## src/rtl/multiplier_4bit_carry.sv

```systemverilog
// Registered 4x4 unsigned array multiplier with a carry addend.
// PRODUCT = A*B + carry_in; carry_out flags a result wider than 4 bits.
module multiplier_4bit_carry (
  input  logic       clk,
  input  logic       rst_n,
  input  logic [3:0] A,
  input  logic [3:0] B,
  input  logic       carry_in,
  output logic [7:0] PRODUCT,
  output logic       carry_out
);

  logic [7:0] acc;
  logic [7:0] addend;
  logic [7:0] sum;
  logic       c;
  logic [7:0] product_d;
  logic       carry_out_d;

  // Row 0 is the bare partial product; rows 1..3 are ripple adders.
  // carry_in is the carry into bit 0 of the first adder row, so no incrementer.
  always_comb begin
    acc    = {4'b0000, A & {4{B[0]}}};
    addend = 8'h00;
    sum    = 8'h00;
    c      = 1'b0;
    for (int r = 1; r < 4; r++) begin
      addend = {4'b0000, A & {4{B[r]}}} << r;
      c      = (r == 1) ? carry_in : 1'b0;
      for (int b = 0; b < 8; b++) begin
        sum[b] = acc[b] ^ addend[b] ^ c;
        c      = (acc[b] & addend[b]) | (c & (acc[b] ^ addend[b]));
      end
      acc = sum;
    end
    product_d   = acc;
    carry_out_d = |acc[7:4];
  end

  always_ff @(posedge clk or negedge rst_n) begin
    if (!rst_n) begin
      PRODUCT   <= 8'h00;
      carry_out <= 1'b0;
    end else begin
      PRODUCT   <= product_d;
      carry_out <= carry_out_d;
    end
  end

endmodule

```

## config.mk

```make
export PLATFORM = sky130hd
export DESIGN_NAME = multiplier_4bit_carry
export DESIGN_NICKNAME = d
export VERILOG_FILES = /design/src/rtl/multiplier_4bit_carry.sv
export SDC_FILE = /design/constraint.sdc
export NUM_CORES = 1
export LEC_CHECK = 0
export BUFFER_PORTS_ARGS = -buffer_cell sky130_fd_sc_hd__buf_2
export CORE_AREA = 2 2 39 41
export DETAILED_ROUTE_END_ITERATION = 10
export DIE_AREA = 0 0 41 43
export GPL_ROUTABILITY_DRIVEN = 0
export PLACE_DENSITY = 0.72
export SETUP_SLACK_MARGIN = 0.02
export SLEW_MARGIN = 40
export SYNTH_ARGS = -nofsm -noshare
export SYNTH_HDL_FRONTEND = slang
export SYNTH_SLANG_ARGS = --single-unit
```

## constraint.sdc

```tcl
create_clock -name clk -period 0.8 [get_ports clk]
set_input_delay 0.12 -clock clk [delete_from_list [all_inputs] [get_ports clk]]
set_output_delay 0.12 -clock clk [all_outputs]
set_load 0.03 [all_outputs]
```

After elaboration in Yosys (flattened, before gate mapping)

Index checks and enable logic that the tools add are counted.

Add/subtract/negate cells: 0
$mul: 0
Div/mod/pow operators: 0
$lt $le $gt $ge: 0
Eq/ne operators: 0
Shift-type cells: 0
Muxes and demuxes: 0
Bitwise operators: 57
Reduce and logical (&&, ||, !) cells: 1

Operators by type and width:

| operator           | number |
|---|---|
| 1-bit bitwise AND  | 22 |
| 1-bit bitwise XOR  | 22 |
| 4-bit bitwise AND  | 4 |
| 1-bit OR           | 9 |
| 4-bit OR reduction | 1 |

Bits in registers: 9
Latch bits: 0
RAM bits: 0
Memory bits (read-only): 0
Input bits: 11
Output and inout port bits: 9
Memories kept: 0

Depth between registers and ports, before layout

Gate-level depths: netlist of the first run.

Depth in word-level cells: 19
Mapped depth: 16
Mapped depth without buffers: 16

Worst setup path after synthesis of the first run

Ideal clock, no wire load.

Kind: input to register
Start: in B[0]
End: reg carry_out
Setup time: 0.133 ns
Data arrival time: 3.765 ns
Required time: 0.667 ns
Setup slack: -3.098 ns
Stages on the path: 14
Buffers on the path: 0
Cells stage by stage: and2_1 > ha_1 > inv_1 > fa_1 > fa_1 > fa_1 > fa_1 > inv_1 > fa_1 > fa_1 > inv_1 > fa_1 > fa_1 > nand4b_1

Word-level cells in the longest chain between the ends: 19
Elaborated cells between the ends (all ways): 51

RTL lines:

| what                                                          | RTL line | source |
|---|---|---|
| start, declared                                               | 7        | `input logic [3:0] B,` |
| 4-bit bitwise AND (*)                                         | 23       | `acc = {4'b0000, A & {4{B[0]}}};` |
| 1-bit bitwise AND / 1-bit bitwise XOR (equally long branches) | 32       | `c = (acc[b] & addend[b]) \| (c & (acc[b] ^ addend[b]));` |
| 1-bit bitwise AND                                             | 32       |  |
| 1-bit OR                                                      | 32       |  |
| 1-bit bitwise AND                                             | 32       |  |
| 1-bit OR                                                      | 32       |  |
| 1-bit bitwise AND / 1-bit bitwise XOR (equally long branches) | 32, 31   |  |
| 1-bit OR / 1-bit bitwise XOR (equally long branches)          | 32, 31   |  |
| [... 4 more ...]                                              | -        |  |
| 1-bit bitwise AND / 1-bit bitwise XOR (equally long branches) | 32, 31   |  |
| 1-bit OR / 1-bit bitwise XOR (equally long branches)          | 32, 31   |  |
| 1-bit bitwise AND                                             | 32       |  |
| 1-bit OR                                                      | 32       |  |
| 1-bit bitwise AND                                             | 32       |  |
| 1-bit OR                                                      | 32       |  |
| 4-bit OR reduction (*)                                        | 37       | `carry_out_d = \|acc[7:4];` |
| net carry_out_d                                               | 18       | `logic carry_out_d;` |
| end signal, assigned                                          | 46       | `carry_out <= carry_out_d;` |
| end, declared                                                 | 10       | `output logic carry_out` |

Mark *: on every way through the listed nets, which the timed path passes. The rest lies on a longest branch.

Worst setup path after layout of the first run

Same ends and word-level chain as after synthesis.

==> results of run 1 <==
kinds of logic (layout without fill, tap and decap cells):
group,count (synthesis),after routing,share of synthesized area (%)
and+or+nand+nor,17,17,14.62
adders and majority gates,13,13,38.98
buffers and inverters,13,45,8.263
DFF,9,9,38.14
worst max-delay path, stage by stage:
cell	delay (ns)
buf_6	0.07
and2_4	0.14
ha_4	0.12
inv_2	0.03
fa_2	0.33
fa_2	0.34
fa_1	0.54
fa_2	0.21
inv_2	0.04
fa_2	0.34
fa_1	0.48
inv_1	0.05
fa_2	0.33
fa_1	0.51
nand4b_1	0.10
routing by layer:
| layer | GRT usage [%] | up-vias | share of wire (%) |
|---|---|---|---|
| li1 | - | 214 | - |
| met1 | 19.32 | 218 | 39 |
| met2 | 24.38 | 16 | 55 |
| met3 | 1.571 | 2 | 4.4 |
| met4 | 10.00 | 0 | 1.4 |
| met5 | 0 | - | 0 |
placed cells by master (no fill, tap or decap), drive strengths merged:
| cell | Yosys | final |
|---|---|---|
| clkbuf | 0 | 4 |
| fa | 9 | 9 |
| nand4b | 1 | 1 |
| dlygate4sd3 | 0 | 1 |
| dfrtp | 9 | 9 |
| and2 | 7 | 7 |
| buf | 0 | 27 |
| inv | 13 | 13 |
| ha | 4 | 4 |
| nand2 | 9 | 9 |
sequential cells by signal, summed over array words and instances, names as in the netlist:
signal and count:
PRODUCT 8, carry_out 1
worst max-delay path by stage:
stage | start | to | slack, ns | cells past startpoint
2_1_floorplan | B[0] | carry_out | -2.97 | 14
3_3_place_gp | B[0] | carry_out | -3.12 | 15
3_5_place_dp | A[0] | carry_out | -3.20 | 15
4_1_cts | B[0] | carry_out | -2.81 | 15
5_1_grt | A[0] | carry_out | -2.90 | 15
6_report | B[0] | carry_out | -2.82 | 15
metrics by stage:
stage                     setup TNS (ns)  setup slack, ns  total power, µW  hold WS [ns]  instance area [µm²]
after floorplan                   -16.20           -2.968             1026       -0.1756                620.6
after global placement            -17.39           -3.119             1229      -0.03188                788.3
after detailed placement          -17.79           -3.203             1264      -0.02617                788.3
after CTS                         -15.69           -2.813             1822        0.1209                925.9
after global routing              -16.37           -2.896             1955        0.1103                925.9
final                             -15.62           -2.817             1806        0.1277                925.9
synth_stat cells:
cell      count  share of area [%]
dfrtp_1       9                 38
nand2_1       9                5.7
nand4b_1      1                1.5
ha_1          4                8.5
inv_1        13                8.3
and2_1        7                7.4
fa_1          9                 31
area by class of cell:
cell class	instances	area [µm²]
fillers	96	457.9
multi-input cells	30	371.6
repair buffers	28	234.0
flip-flops and latches	9	225.2
inverters	13	48.80
clock buffers	4	26.28
well taps	16	20.02
power groups by stage:
stage | Sequential [µW] | Clock (µW) | Combinational [µW]
after floorplan | 814 | 0 | 212
after global placement | 583 | 0 | 646
after detailed placement | 592 | 0 | 673
after CTS | 611 | 343 | 868
after global routing | 620 | 384 | 951
final | 608 | 333 | 866
timing repair:
action,in CTS,in global routing
buffers inserted,1,0
pin swaps,6,1
setup endpoints to repair,17,17
hold buffers,1,0
hold endpoints to repair,9,0
resized for setup,24,1
==> impl_metrics.py, run 1 <==
metrics = {
    "floorplan": {
        "core_mm2": 0.001384,
        "die-area_mm2": 0.001763,
        "die_w_um": 41,
        "initial_utilization_pct": 42.68,
        "rows": 14,
        "fp.dieH_um": 43,
        "io_pins": 20,
    },
    "clock_tree": {
        "clock-sinks": 9,
        "cts_buffers": 3,
        "htree_levels": 1,
        "tritoncts": "done",
        "clk_pin_slew_worst_paths_ns": 0.06,
        "cts_root_buf": "clkbuf_4",
        "cts_max_path_buffers": 2,
    },
    "setup_path": {
        "start_kind": "primary input",
        "crit_path_max_fanout": 2,
        "path_class": "primary input to flop",
        "arrival_ns": 3.74,
        "crit_required_ns": 0.92,
        "cp-end-kind": "flop",
    },
    "pwr": {
        "internal-power_uw": 1170,
        "leakage_uw": 0.0004546,
        "p_switching_uw": 636.2,
        "p_per_area_mw_per_mm2": 1951,
        "power_frac_comb_pct": 48.0,
        "sequentialPowerShare_pct": 33.6,
        "switching_share_pct": 35.22,
        "clkPwrFrac_pct": 18.4,
        "ir_drop_v": 0.0009069,
    },
    "outcome": {
        "status": "finished with violations",
        "violations": "negative setup slack",
    },
    "synthesis": {
        "syn_inst": 52,
        "synth_cell_types": 7,
        "syn_area_um2": 590.6,
        "syn-num-nets": 76,
        "ys_ff_latch": 9,
        "yosys_warnings": 0,
        "postSynthAreaPerCell_um2": 11.36,
        "seq_area_frac_synth_pct": 38.14,
    },
    "sta": {
        "timing.fmax_ghz": 0.2765,
        "period_needed_ns": 3.617,
        "slew_headroom_pct": 87.49,
        "finalSetupViolations": 17,
        "fin_ws_ns": -2.817,
        "hold_viol_final": 0,
        "rsz0062_at_grt": "yes",
        "tightest_slew_ns": 0.1877,
        "fin_crit_sh_pct": 452.2,
        "maxSlewViolCount": 0,
    },
    "hold_path": {
        "min_from": "carry_in",
        "worstHoldPathCells": 2,
        "hold_class": "primary input to flop",
        "whs_endpoint": "PRODUCT[0]",
    },
    "global_routing": {
        "antenna_found_initial": 0,
        "grt_pass1_wl_mm": 1.828,
        "grt_usage_pct": 15.61,
        "grt_max_degree": 10,
        "overflow": 0,
        "grt_pass1_vias": 442,
    },
    "final_layout": {
        "drive_gt1_share_pct": 54.76,
        "area_growth_pct": 56.78,
        "nets": 109,
        "final_core_util_pct": 66.91,
        "fin_cells": 100,
        "antennaDiodeCount": 0,
    },
    "route": {
        "vias_per_cell": 4.500,
        "vias": 450,
        "dr.first_iter.drc_count": 3,
        "drt-wirelength-per-cell_um": 10.04,
        "drcViolationCount": 0,
        "drtAntennaViolNets": 0,
        "dr.pass1.iters": 4,
        "wl_mm": 1.004,
    },
    "job": {
        "maxCapViolations": 0,
    },
    "placed_design": {
        "io_buffers": 19,
        "place_hpwl_um": 887.1,
        "dp.cells": 94,
    },
}
Note: power is estimated with default switching activity, not from simulation.
==> inputs of run 2 (changes only) <==
--- a/config.mk
+++ b/config.mk
@@ -16,3 +16,4 @@
 export SYNTH_ARGS = -nofsm -noshare
 export SYNTH_HDL_FRONTEND = slang
 export SYNTH_SLANG_ARGS = --single-unit
+export TNS_END_PERCENT = 1
==> impl_metrics.py, run 2 (synthesis results as in run 1) <==
metrics = {
    "global_routing": {
        "overflow": 0,
        "grt_max_degree": 10,
        "grt_usage_pct": 14.93,
        "grt_pass1_vias": 467,
        "grt_pass1_wl_mm": 1.669,
        "antenna_found_initial": 0,
    },
    "pwr": {
        "p_per_area_mw_per_mm2": 1961,
        "ir_drop_v": 0.0007678,
        "leakage_uw": 0.0004566,
    },
    "placed_design": {
        "io_buffers": 19,
        "place_hpwl_um": 869.9,
        "dp_worst_setup_slack_ns": -3.233,
        "dpl_cell_area_um2": 780.7,
    },
    "floorplan": {
        "die_w_um": 41,
        "io_pins": 20,
        "fp.dieH_um": 43,
        "rows": 14,
        "die-area_mm2": 0.001763,
        "core_mm2": 0.001384,
        "initial_utilization_pct": 42.68,
    },
    "sta": {
        "slew_headroom_pct": 87.48,
        "fin_crit_sh_pct": 456.9,
        "maxSlewViolCount": 0,
        "finalSetupViolations": 17,
        "hold_viol_final": 0,
        "rsz0062_at_grt": "yes",
        "timing.fmax_ghz": 0.2736,
        "tightest_slew_ns": 0.1879,
        "fin_ws_ns": -2.855,
        "period_needed_ns": 3.655,
        "finalSetupTns_ns": -15.90,
    },
    "hold_path": {
        "hold_class": "primary input to flop",
    },
    "job": {
        "maxCapViolations": 0,
    },
    "route": {
        "dr.pass1.iters": 2,
        "drtAntennaViolNets": 0,
        "drcViolationCount": 0,
        "drt-wirelength-per-cell_um": 9.560,
        "vias_per_cell": 4.370,
        "vias": 437,
        "wl_um": 956,
        "dr.first_iter.drc_count": 1,
    },
    "setup_path": {
        "slowest_delay_ns": 0.55,
        "crit_required_ns": 0.93,
        "crit_top_cell": "fa_2",
        "arrival_ns": 3.78,
        "path_class": "primary input to flop",
        "cp_cell_sequence": "buf_2, and2_1, ha_1, inv_1, fa_2, fa_2, fa_2, fa_2, inv_1, fa_2, fa_1, inv_1, fa_2, fa_1, nand4b_1",
        "start_kind": "primary input",
        "cp-end-kind": "flop",
        "critPathSlowestCell": "fa_2",
        "crit_path_max_fanout": 2,
    },
    "final_layout": {
        "drive_gt1_share_pct": 45.24,
        "mostFrequentLayoutCells": "12 x inv_1, 10 x buf_2, 9 x dfrtp_1, 9 x nand2_1, 9 x buf_6",
        "area_growth_pct": 48.31,
        "antennaDiodeCount": 0,
        "largest_register_ffs": 8,
        "top_regs": "PRODUCT x8, carry_out x1",
        "top_register": "PRODUCT",
        "stdcell_area_um2": 875.8,
        "nets": 109,
        "mostFrequentLayoutCell": "inv_1",
    },
    "clock_tree": {
        "cts_buffers": 3,
        "cts_max_path_buffers": 2,
        "clock-sinks": 9,
        "tritoncts": "done",
        "htree_levels": 1,
        "cts_root_buf": "clkbuf_4",
        "cts_setup_buffers": 0,
        "clk_pin_slew_worst_paths_ns": 0.06,
    },
    "outcome": {
        "violations": "negative setup slack",
        "status": "finished with violations",
    },
}
[run 2: changes by cell type in the layout (fill, tap and decap cells not counted), moves of 2 or more]
cell and change:
buf_2 +2, buf_6 -2, ha_1 +3, ha_4 -3
inv_1 +5, inv_2 -5
[run 2: timing repair]
| item | 4_1_cts | 5_1_grt |
|---|---|---|
| resized for setup | 19 | 0 |
| pin swaps | 5 | 0 |
| hold endpoints to repair | 9 | 0 |
| endpoints found under the setup margin | 17 | 17 |
| hold buffers | 1 | 0 |
[run 2: cell type report]
cell class,count,area (µm²)
Timing Repair Buffer,28,221.5
Multi-Input combinational cell,30,334.1
Tap cell,16,20.02
Fill cell,114,508.0
Sequential cell,9,225.2
Clock buffer,4,26.28
Inverter,13,48.80
[run 2: worst max-delay path: cells and delay by family]
| family | cells | cell delay [ns] |
|---|---|---|
| adders and majority gates | 9 | 3.21 |
| buffers and inverters | 4 | 0.23 |
| and+or+nand+nor | 2 | 0.22 |
[run 2: report_power, final]
group | total, µW | internal [µW] | leakage, µW | switching (µW)
Sequential | 608 | 560 | 0.000107 | 48.1
Combinational | 776 | 361 | 0.000334 | 415
Clock | 333 | 191 | 0.0000150 | 142
Total | 1720 | 1110 | 0.000457 | 604
[run 2: path summary, 6_finish.rpt]
check                          from         end  slack [ns]  cells past startpoint
setup / recovery               B[0]   carry_out       -2.86                     15
hold / removal             carry_in  PRODUCT[0]         0.1                      2
max in group asynchronous     rst_n  PRODUCT[5]        0.40                      2
min in group asynchronous     rst_n  PRODUCT[1]        0.23                      2
[run 2: metrics by stage]
stage / util, % / instances / hold slack (ns) / power, µW
after global placement: 56.42 / 95 / -0.03074 / 1223
after detailed placement: 56.42 / 95 / -0.02587 / 1255
after global routing: 63.29 / 100 / 0.09387 / 1854
after CTS: 63.29 / 100 / 0.08903 / 1751
after floorplan: - / 52 / -0.1756 / 1022
final: 63.29 / 100 / 0.09950 / 1717
[run 2: routing by layer]
layer | global-route usage (%) | share of wire [%]
met1 | 15.36 | 37
met2 | 24.06 | 54
met3 | 0 | 4.1
met4 | 16.00 | 4.6
met5 | 0 | 0
==> inputs of run 3 (changes only) <==
--- a/config.mk
+++ b/config.mk
@@ -11,6 +11,7 @@
 export DIE_AREA = 0 0 41 43
 export GPL_ROUTABILITY_DRIVEN = 0
 export PLACE_DENSITY = 0.72
+export REMOVE_ABC_BUFFERS = 1
 export SETUP_SLACK_MARGIN = 0.02
 export SLEW_MARGIN = 40
 export SYNTH_ARGS = -nofsm -noshare
==> impl_metrics.py, run 3 (synthesis results as in run 1) <==
metrics = {
    "outcome": {
        "status": "finished with violations",
        "violations": "negative setup slack",
    },
    "final_layout": {
        "top_regs": "PRODUCT x8, carry_out x1",
        "fin_cells": 98,
        "final_core_util_pct": 62.93,
        "antennaDiodeCount": 0,
        "mostFrequentLayoutCells": "11 x inv_1, 10 x buf_2, 9 x dfrtp_1, 9 x nand2_1, 9 x buf_6",
        "seq_area_um2": 225.2,
        "fillCellCount": 118,
        "mostFrequentLayoutCell": "inv_1",
        "multiInputGateArea_um2": 344.1,
        "largest_register_ffs": 8,
        "nets": 107,
        "top_register": "PRODUCT",
        "area_growth_pct": 47.46,
        "drive_gt1_share_pct": 45.12,
    },
    "clock_tree": {
        "htree_levels": 1,
        "tritoncts": "done",
        "clock-sinks": 9,
        "cts_buffers": 3,
        "cts_root_buf": "clkbuf_4",
        "cts_max_path_buffers": 2,
        "clk_pin_slew_worst_paths_ns": 0.06,
    },
    "route": {
        "dr.first_iter.drc_count": 10,
        "wl_um": 966,
        "vias_per_cell": 4.429,
        "drcViolationCount": 0,
        "vias": 434,
        "dr.pass1.iters": 2,
        "drt-wirelength-per-cell_um": 9.857,
        "drtAntennaViolNets": 0,
    },
    "setup_path": {
        "path_class": "primary input to flop",
        "arrival_ns": 3.73,
        "cp-end-kind": "flop",
        "crit_required_ns": 0.92,
        "start_kind": "primary input",
        "crit_path_max_fanout": 2,
    },
    "global_routing": {
        "antenna_found_initial": 0,
        "grt_max_degree": 10,
        "grt_usage_pct": 14.94,
        "overflow": 0,
        "grt_pass1_vias": 456,
        "grt_pass1_wl_mm": 1.738,
    },
    "sta": {
        "period_needed_ns": 3.613,
        "fin_ws_ns": -2.813,
        "maxSlewViolCount": 0,
        "slew_headroom_pct": 86.91,
        "fin_crit_sh_pct": 451.6,
        "hold_viol_final": 0,
        "tightest_slew_ns": 0.1963,
        "finalSetupViolations": 17,
        "timing.fmax_ghz": 0.2768,
        "rsz0062_at_grt": "yes",
    },
    "pwr": {
        "finalPower_uw": 1714,
        "leakage_uw": 0.0004428,
        "p_per_area_mw_per_mm2": 1969,
        "ir_drop_v": 0.0006526,
    },
    "floorplan": {
        "io_pins": 20,
        "rows": 14,
        "die-area_mm2": 0.001763,
        "initial_utilization_pct": 42.68,
        "fp.dieH_um": 43,
        "core_mm2": 0.001384,
        "die_w_um": 41,
    },
    "placed_design": {
        "place_hpwl_um": 810.4,
        "dp_worst_setup_slack_ns": -3.342,
        "io_buffers": 19,
        "dp.cells": 93,
    },
    "job": {
        "maxCapViolations": 0,
    },
    "hold_path": {
        "hold_class": "primary input to flop",
    },
}
run 3: layout make-up:
type                    instances  area share (%)
multi-input cells              30           39.51
flip-flops and latches          9           25.86
repair buffers                 26           23.71
inverters                      13           5.603
clock buffers                   4           3.017
well taps                      16           2.299
run 3: per-layer routing:
metal | track usage, % | share of wire [%] | up-vias | wire length [µm]
met3 | 3.141 | 5.5 | 2 | 53
met2 | 26.25 | 55 | 12 | 532
met4 | 8.000 | 1.4 | 0 | 14
li1 | - | - | 210 | -
met1 | 15.07 | 38 | 210 | 364
met5 | 0 | 0 | - | 0
run 3: where the power goes:
| part | total, µW | internal [µW] | switching (µW) |
|---|---|---|---|
| clock network | 325 | 191 | 134 |
| logic | 782 | 360 | 421 |
| registers | 608 | 560 | 47.5 |
run 3: final timing paths:
check	slack (ns)	end	from	cells after the start
min in group asynchronous	0.24	PRODUCT[3]	rst_n	2
max in group asynchronous	0.38	PRODUCT[5]	rst_n	2
max	-2.81	carry_out	B[0]	15
min	0.12	PRODUCT[0]	carry_in	2
run 3: worst max-delay path: stages:
cell and delay, ns:
buf_2 0.08, and2_1 0.12, ha_1 0.14, inv_1 0.05, fa_2 0.33, fa_2 0.34, fa_1 0.52, fa_2 0.20
inv_2 0.04, fa_2 0.33, fa_1 0.48, inv_1 0.05, fa_2 0.33, fa_1 0.51, nand4b_1 0.09
run 3: per-stage QoR:
| stage | hold WS, ns | cell area [µm²] | TNS [ns] |
|---|---|---|---|
| 2_1_floorplan | -0.1756 | 590.6 | -16.88 |
| 5_1_grt | 0.1151 | 870.8 | -16.89 |
| 4_1_cts | 0.1172 | 870.8 | -16.45 |
| 3_5_place_dp | -0.02586 | 750.7 | -18.54 |
| 3_3_place_gp | -0.03145 | 750.7 | -18.17 |
| 6_report | 0.1190 | 870.8 | -15.78 |
run 3: timing repair:
| action | in CTS | in global routing |
|---|---|---|
| setup buffers | 0 | 0 |
| setup endpoints to repair | 17 | 17 |
| hold buffers | 1 | 0 |
| resized for setup | 27 | 0 |
| pin swaps | 7 | 6 |
| endpoints found under the hold margin | 9 | 0 |
